**src/rtl/matrix_pkg.sv**
```systemverilog
// Shared types and default sizing for the matrix-multiply loader path.
package matrix_pkg;

    localparam int unsigned DEF_DATA_WIDTH = 32;
    localparam int unsigned DEF_ADDR_WIDTH = 10;
    localparam int unsigned DEF_MATRIX_DIM = 8;
    localparam int unsigned MATRIX_ELEMS   = DEF_MATRIX_DIM * DEF_MATRIX_DIM;

    typedef enum logic [2:0] {
        ST_IDLE,
        ST_LOAD_X,
        ST_LOAD_Y,
        ST_KICK,
        ST_WAIT,
        ST_DONE
    } loader_state_t;

endpackage

```
**src/rtl/matrix_addr_gen.sv**
```systemverilog
// Row/column walker over an N x N matrix; emits row-major and transposed addresses.
module matrix_addr_gen
    import matrix_pkg::*;
#(
    parameter int unsigned ADDR_WIDTH = DEF_ADDR_WIDTH,
    parameter int unsigned MATRIX_DIM = DEF_MATRIX_DIM
) (
    input  logic                  clock,
    input  logic                  reset,
    input  logic                  clear,
    input  logic                  advance,
    output logic                  last,
    output logic [ADDR_WIDTH-1:0] addr_rm,
    output logic [ADDR_WIDTH-1:0] addr_tr
);

    localparam logic [ADDR_WIDTH-1:0] DIM      = ADDR_WIDTH'(MATRIX_DIM);
    localparam logic [ADDR_WIDTH-1:0] LAST_IDX = ADDR_WIDTH'(MATRIX_DIM - 1);

    logic [ADDR_WIDTH-1:0] row;
    logic [ADDR_WIDTH-1:0] col;

    assign last    = (row == LAST_IDX) && (col == LAST_IDX);
    assign addr_rm = row * DIM + col;
    assign addr_tr = col * DIM + row;

    // Wrapping off the final element returns to (0,0) for the next matrix.
    always_ff @(posedge clock or posedge reset) begin
        if (reset) begin
            row <= '0;
            col <= '0;
        end else if (clear || (advance && last)) begin
            row <= '0;
            col <= '0;
        end else if (advance) begin
            if (col == LAST_IDX) begin
                col <= '0;
                row <= row + ADDR_WIDTH'(1);
            end else begin
                col <= col + ADDR_WIDTH'(1);
            end
        end
    end

endmodule

```
**src/rtl/matrix_loader.sv**
```systemverilog
// Drains X then Y from a FWFT FIFO into operand BRAMs, kicks the multiplier, awaits completion.
// Build option: MATRIX_LOADER_TRANSPOSE_Y_EN stores Y transposed (col*N + row).
module matrix_loader
    import matrix_pkg::*;
#(
    parameter int unsigned DATA_WIDTH = DEF_DATA_WIDTH,
    parameter int unsigned ADDR_WIDTH = DEF_ADDR_WIDTH,
    parameter int unsigned MATRIX_DIM = DEF_MATRIX_DIM
) (
    input  logic                  clock,
    input  logic                  reset,
    input  logic                  start,
    output logic                  done,
    output logic                  busy,
    input  logic [DATA_WIDTH-1:0] in_dout,
    input  logic                  in_empty,
    output logic                  in_rd_en,
    output logic [DATA_WIDTH-1:0] x_din,
    output logic [ADDR_WIDTH-1:0] x_addr,
    output logic                  x_wr_en,
    output logic [DATA_WIDTH-1:0] y_din,
    output logic [ADDR_WIDTH-1:0] y_addr,
    output logic                  y_wr_en,
    output logic                  mult_start,
    input  logic                  mult_done
);

`ifdef MATRIX_LOADER_TRANSPOSE_Y_EN
    localparam bit TRANSPOSE_Y = 1'b1;
`else
    localparam bit TRANSPOSE_Y = 1'b0;
`endif

    loader_state_t         state;
    logic                  seen_low;
    logic                  loading_x;
    logic                  loading_y;
    logic                  pop;
    logic                  last;
    logic [ADDR_WIDTH-1:0] addr_rm;
    logic [ADDR_WIDTH-1:0] addr_tr;

    assign loading_x = (state == ST_LOAD_X);
    assign loading_y = (state == ST_LOAD_Y);
    assign pop       = (loading_x || loading_y) && !in_empty;

    assign in_rd_en = pop;
    assign x_wr_en  = loading_x && !in_empty;
    assign y_wr_en  = loading_y && !in_empty;
    assign x_din    = loading_x ? in_dout : '0;
    assign y_din    = loading_y ? in_dout : '0;
    assign x_addr   = addr_rm;
    assign y_addr   = TRANSPOSE_Y ? addr_tr : addr_rm;

    matrix_addr_gen #(
        .ADDR_WIDTH (ADDR_WIDTH),
        .MATRIX_DIM (MATRIX_DIM)
    ) u_addr_gen (
        .clock   (clock),
        .reset   (reset),
        .clear   (state == ST_IDLE),
        .advance (pop),
        .last    (last),
        .addr_rm (addr_rm),
        .addr_tr (addr_tr)
    );

    // mult_done is a level left over from the previous run, so require a low before accepting a high.
    always_ff @(posedge clock or posedge reset) begin
        if (reset) begin
            state      <= ST_IDLE;
            done       <= 1'b0;
            busy       <= 1'b0;
            mult_start <= 1'b0;
            seen_low   <= 1'b0;
        end else begin
            mult_start <= 1'b0;
            case (state)
                ST_IDLE: begin
                    if (start) begin
                        state <= ST_LOAD_X;
                        done  <= 1'b0;
                        busy  <= 1'b1;
                    end
                end
                ST_LOAD_X: begin
                    if (pop && last) state <= ST_LOAD_Y;
                end
                ST_LOAD_Y: begin
                    if (pop && last) begin
                        state      <= ST_KICK;
                        mult_start <= 1'b1;
                    end
                end
                ST_KICK: begin
                    seen_low <= 1'b0;
                    state    <= ST_WAIT;
                end
                ST_WAIT: begin
                    if (!mult_done) begin
                        seen_low <= 1'b1;
                    end else if (seen_low) begin
                        state <= ST_DONE;
                        done  <= 1'b1;
                    end
                end
                ST_DONE: begin
                    state <= ST_IDLE;
                    busy  <= 1'b0;
                end
                default: state <= ST_IDLE;
            endcase
        end
    end

endmodule

```
**config.mk**
```make
export PLATFORM = sky130hd
export DESIGN_NAME = matrix_loader
export DESIGN_NICKNAME = d
export VERILOG_FILES = /design/src/rtl/matrix_pkg.sv /design/src/rtl/matrix_addr_gen.sv /design/src/rtl/matrix_loader.sv
export SDC_FILE = /design/constraint.sdc
export NUM_CORES = 1
export LEC_CHECK = 0
export BUFFER_PORTS_ARGS = -buffer_cell sky130_fd_sc_hd__buf_2
export CAP_MARGIN = 30
export CORE_MARGIN = 8
export CORE_UTILIZATION = 45
export DETAILED_ROUTE_END_ITERATION = 8
export HOLD_SLACK_MARGIN = 0.02
export PLACE_DENSITY = 0.81
export SETUP_SLACK_MARGIN = 0.1
export SKIP_CTS_REPAIR_TIMING = 1
export SYNTH_ARGS = -nofsm -noshare
export SYNTH_HDL_FRONTEND = slang
export SYNTH_SLANG_ARGS = --single-unit
```
**constraint.sdc**
```tcl
create_clock -name clock -period 3.15 [get_ports clock]
set_clock_uncertainty 0.2 [all_clocks]
set_input_delay 0.945 -clock clock [delete_from_list [all_inputs] [get_ports clock]]
set_output_delay 0.945 -clock clock [all_outputs]
set_load 0.1 [all_outputs]
```
==> results by group <==
Finish
  • Diodes inserted: 0
  • Register area: 679 µm²
  • Layout net count: 457
  • Area grow syn2layout: 96.3%
  • Final core utilization: 89.3%
  • Share of cells above drive strength 1: 45.6%
  • Fillers: 221
  • Multi-input gate area: 1620 µm²

Clocking
  • Reg clk slew, reported paths: 110 ps
  • Clk sinks: 27
  • CTS tree: built
  • Clk_lat worst skew: 280 ps
  • CTS H-Tree Depth: 1
  • Clock Path Buffers: 2
  • CTS Buf Count: 3
  • Clock Tree Root: clkbuf_8

Timing
  • Achievable frequency: 288 MHz
  • Setup ws final: -319 ps
  • Final hold violations: 0
  • Period minus WS final: 3470 ps
  • Worst-Margin Slew: 527 ps
  • Rel. slew slack: 64.8%
  • Worst hold slack: 375 ps
  • Fin. max-slew vios: 0
  • RSZ-0062 raised after global routing: true
  • Fin crit share: 110%
  • Final Setup Violations: 6

Power and ir drop
  • Worst VDD drop: 720 µV
  • P_leak: 0.00207 µW
  • Power per Cell Area: 406 nW/µm²

Worst hold path
  • HP Class: flop to flop

Synthesis
  • Top cell type's share of synthesized area: 29.6%
  • Mux contribution to synthesized area: 2.63%
  • Asr flop ratio synth: 100%
  • Synthesis-stage register bit count: 27
  • Post-synth EDFFs: 0
  • Synth Cell Area: 2280 µm²
  • Post-Synth XOR/XNOR Area: 4.23%
  • Synth Area in Simple Gates: 37.9%
  • Synth Area in Compound Gates: 11.3%
  • Largest family of logic cells by synthesized area: simple AND/OR/NAND/NOR gates
  • Synth Instances: 279
  • Post-Synth Adder-Cell Area: 5.71%
  • Top cells by area, synth: dfrtp_1 (30%), and2_1 (9.1%), and3_1 (9.1%)
  • Main synth FF type: dfrtp_1
  • Sequential-to-total area share from yosys stat: 29.6%
  • Synth cell types: 44
  • Net Count, Synth: 325
  • Mapped Avg Cell Area: 8.17 µm²
  • Yosys warning count: 0
  • Synth area leader: dfrtp_1

Job
  • Max Cap Viol: 0

Detailed routing
  • Iteration-0 DRC Markers: 485
  • DR pass1 iterations: 8
  • Drt total wl: 12.9 mm
  • DRC Markers: 0
  • Vias: 3,050
  • Wire length per cell: 26.9 µm
  • Vias/cell: 6.35
  • ANT nets after route: 0

GRT
  • Vias in the first global route: 2,854
  • Grt ovf: 0
  • GRT Total Usage: 27.2%
  • Largest net degree at the start of global routing: 33
  • First-pass GRT wire length: 15.7 mm
  • Initial antenna violation count: 0

Placement
  • GPL Wtd Cong: 0.823
  • Hpwl dp: 8.75 mm
  • I/O Buffers: 126

Critical path
  • Slowest library cell on the worst path: dfrtp_2
  • Crit path DAT: 2320 ps
  • Worst-path cell chain: ha_4, fa_2, a21oi_4, o21bai_4, buf_6, and4_4, nor3_4, buf_8
  • CP max stage delay: 460 ps
  • Max FO, Critical Path: 2
  • Top cell family by delay on the critical path: adder cells
  • WP data required: 2000 ps
  • Startpoint class of the critical path: flop
  • Worst setup EP type: output port
  • Critical path type: flop to output port
  • Buf/Inv on CP: 2

Floorplanning
  • Core area: 5010 µm²
  • Io pins: 127
  • Initial Util: 45.5%
  • Full die area: 7600 µm²
  • DIE HEIGHT: 87.2 µm
  • # rows: 26
  • Die Wd: 87.2 µm

Status
  • Failing checks: negative setup slack
  • Outcome: finished, violations left
-- final cells by class --
cell class	instances	area share [%]
Inverter	10	0.839
Sequential cell	27	15.2
Multi-Input combinational cell	213	36.2
Clock buffer	3	0.923
Timing Repair Buffer	156	44.8
Clock inverter	1	0.112
Tap cell	70	1.96
-- kinds of logic (layout without fill, tap and decap cells) --
group / count (synthesis) / after routing
compound gates: 42 / 42
xor+xnor: 11 / 11
fa+ha+maj: 10 / 10
buf+inv: 39 / 170
flops: 27 / 27
mux: 6 / 6
simple gates: 144 / 144
-- stage by stage --
step	worst slack (ps)	instance area, µm²	instances	setup TNS, ps	power [µW]
floorplan	-523	2490	279	-1350	1290
global placement	-76.4	4270	468	-153	1460
detailed placement	-150	4270	468	-296	1500
CTS	-453	4310	472	-1670	1690
global route	-356	4480	480	-1960	1860
finish	-319	4480	480	-1720	1820
-- worst min-delay path, delay by kind of cell (launching register included) --
kind,cells,cell delay (ps)
simple gates,1,70
mux,1,60
flops,1,410
-- cells in the final DEF, fill, tap and decap left out, types with 3 or more instances in the layout --
cell,n
nand3b_1,3
nor3_1,6
buf_12,74
dfrtp_2,3
nand3_1,9
buf_4,26
o31ai_1,4
ha_4,3
mux2i_1,6
a21oi_1,11
xnor2_1,5
nand2b_1,3
or4_1,3
nor2_1,14
inv_1,10
and2_1,33
o21ai_0,13
and3_1,33
buf_6,6
nand4_1,3
nor4b_1,4
dfrtp_1,24
ha_1,3
clkbuf_8,3
buf_2,49
nand2_1,17
-- cell usage after synthesis, types with 2 or more instances --
cell and instances:
nor4b_1 4, buf_4 13, a21oi_1 13, nand3b_1 3, nand2_1 17, and2_1 33, xor2_1 5, clkbuf_1 14
a31oi_1 2, nor3b_1 3, or4_1 3, ha_1 8, inv_1 10, a211oi_1 2, buf_2 2, dfrtp_1 27
o31ai_1 4, nand3_1 9, o21ai_0 13, nand2b_1 3, nand4_1 3, or3b_1 2, nor4_1 3, and3_1 33
nor3_1 7, nor2_1 15, xnor2_1 6, mux2i_1 6
-- path summary, 6_finish.rpt --
path | from | to | slack, ps | depth (start not counted)
max | u_addr_gen.col[3]$_DFFE_PP0P_ | x_addr[9] | -320 | 8
min | u_addr_gen.row[9]$_DFFE_PP0P_ | u_addr_gen.row[9]$_DFFE_PP0P_ | 380 | 2
max reg2reg | u_addr_gen.col[0]$_DFFE_PP0P_ | u_addr_gen.row[7]$_DFFE_PP0P_ | 290 | 6
min reg2reg | u_addr_gen.row[9]$_DFFE_PP0P_ | u_addr_gen.row[9]$_DFFE_PP0P_ | 380 | 2
max in group asynchronous | reset | state[1]$_DFFE_PP0P_ | 1910 | 3
min in group asynchronous | reset | u_addr_gen.col[7]$_DFFE_PP0P_ | 540 | 3
-- flip-flops by register name, summed over array words and instances (netlist names) --
name,cells
u_addr_gen.col,10
busy,1
state,3
u_addr_gen.row,10
done,1
seen_low,1
mult_start,1
-- metal layers --
metal  part of all wire [%]  wire length, µm  global-route usage [%]
met1                     33             4210                    26.5
met2                     53             6860                    55.0
met3                    9.0             1170                    5.38
met4                    5.4              694                    8.28
met5                      0                0                       0
-- where the power goes --
group | leakage [µW] | total [µW] | switching [µW] | internal, µW
clock | 0.0000255 | 209 | 120 | 88.9
sequential | 0.000344 | 430 | 50.6 | 379
combinational | 0.00170 | 1180 | 866 | 312
Note: power is estimated with default switching activity, not from simulation.
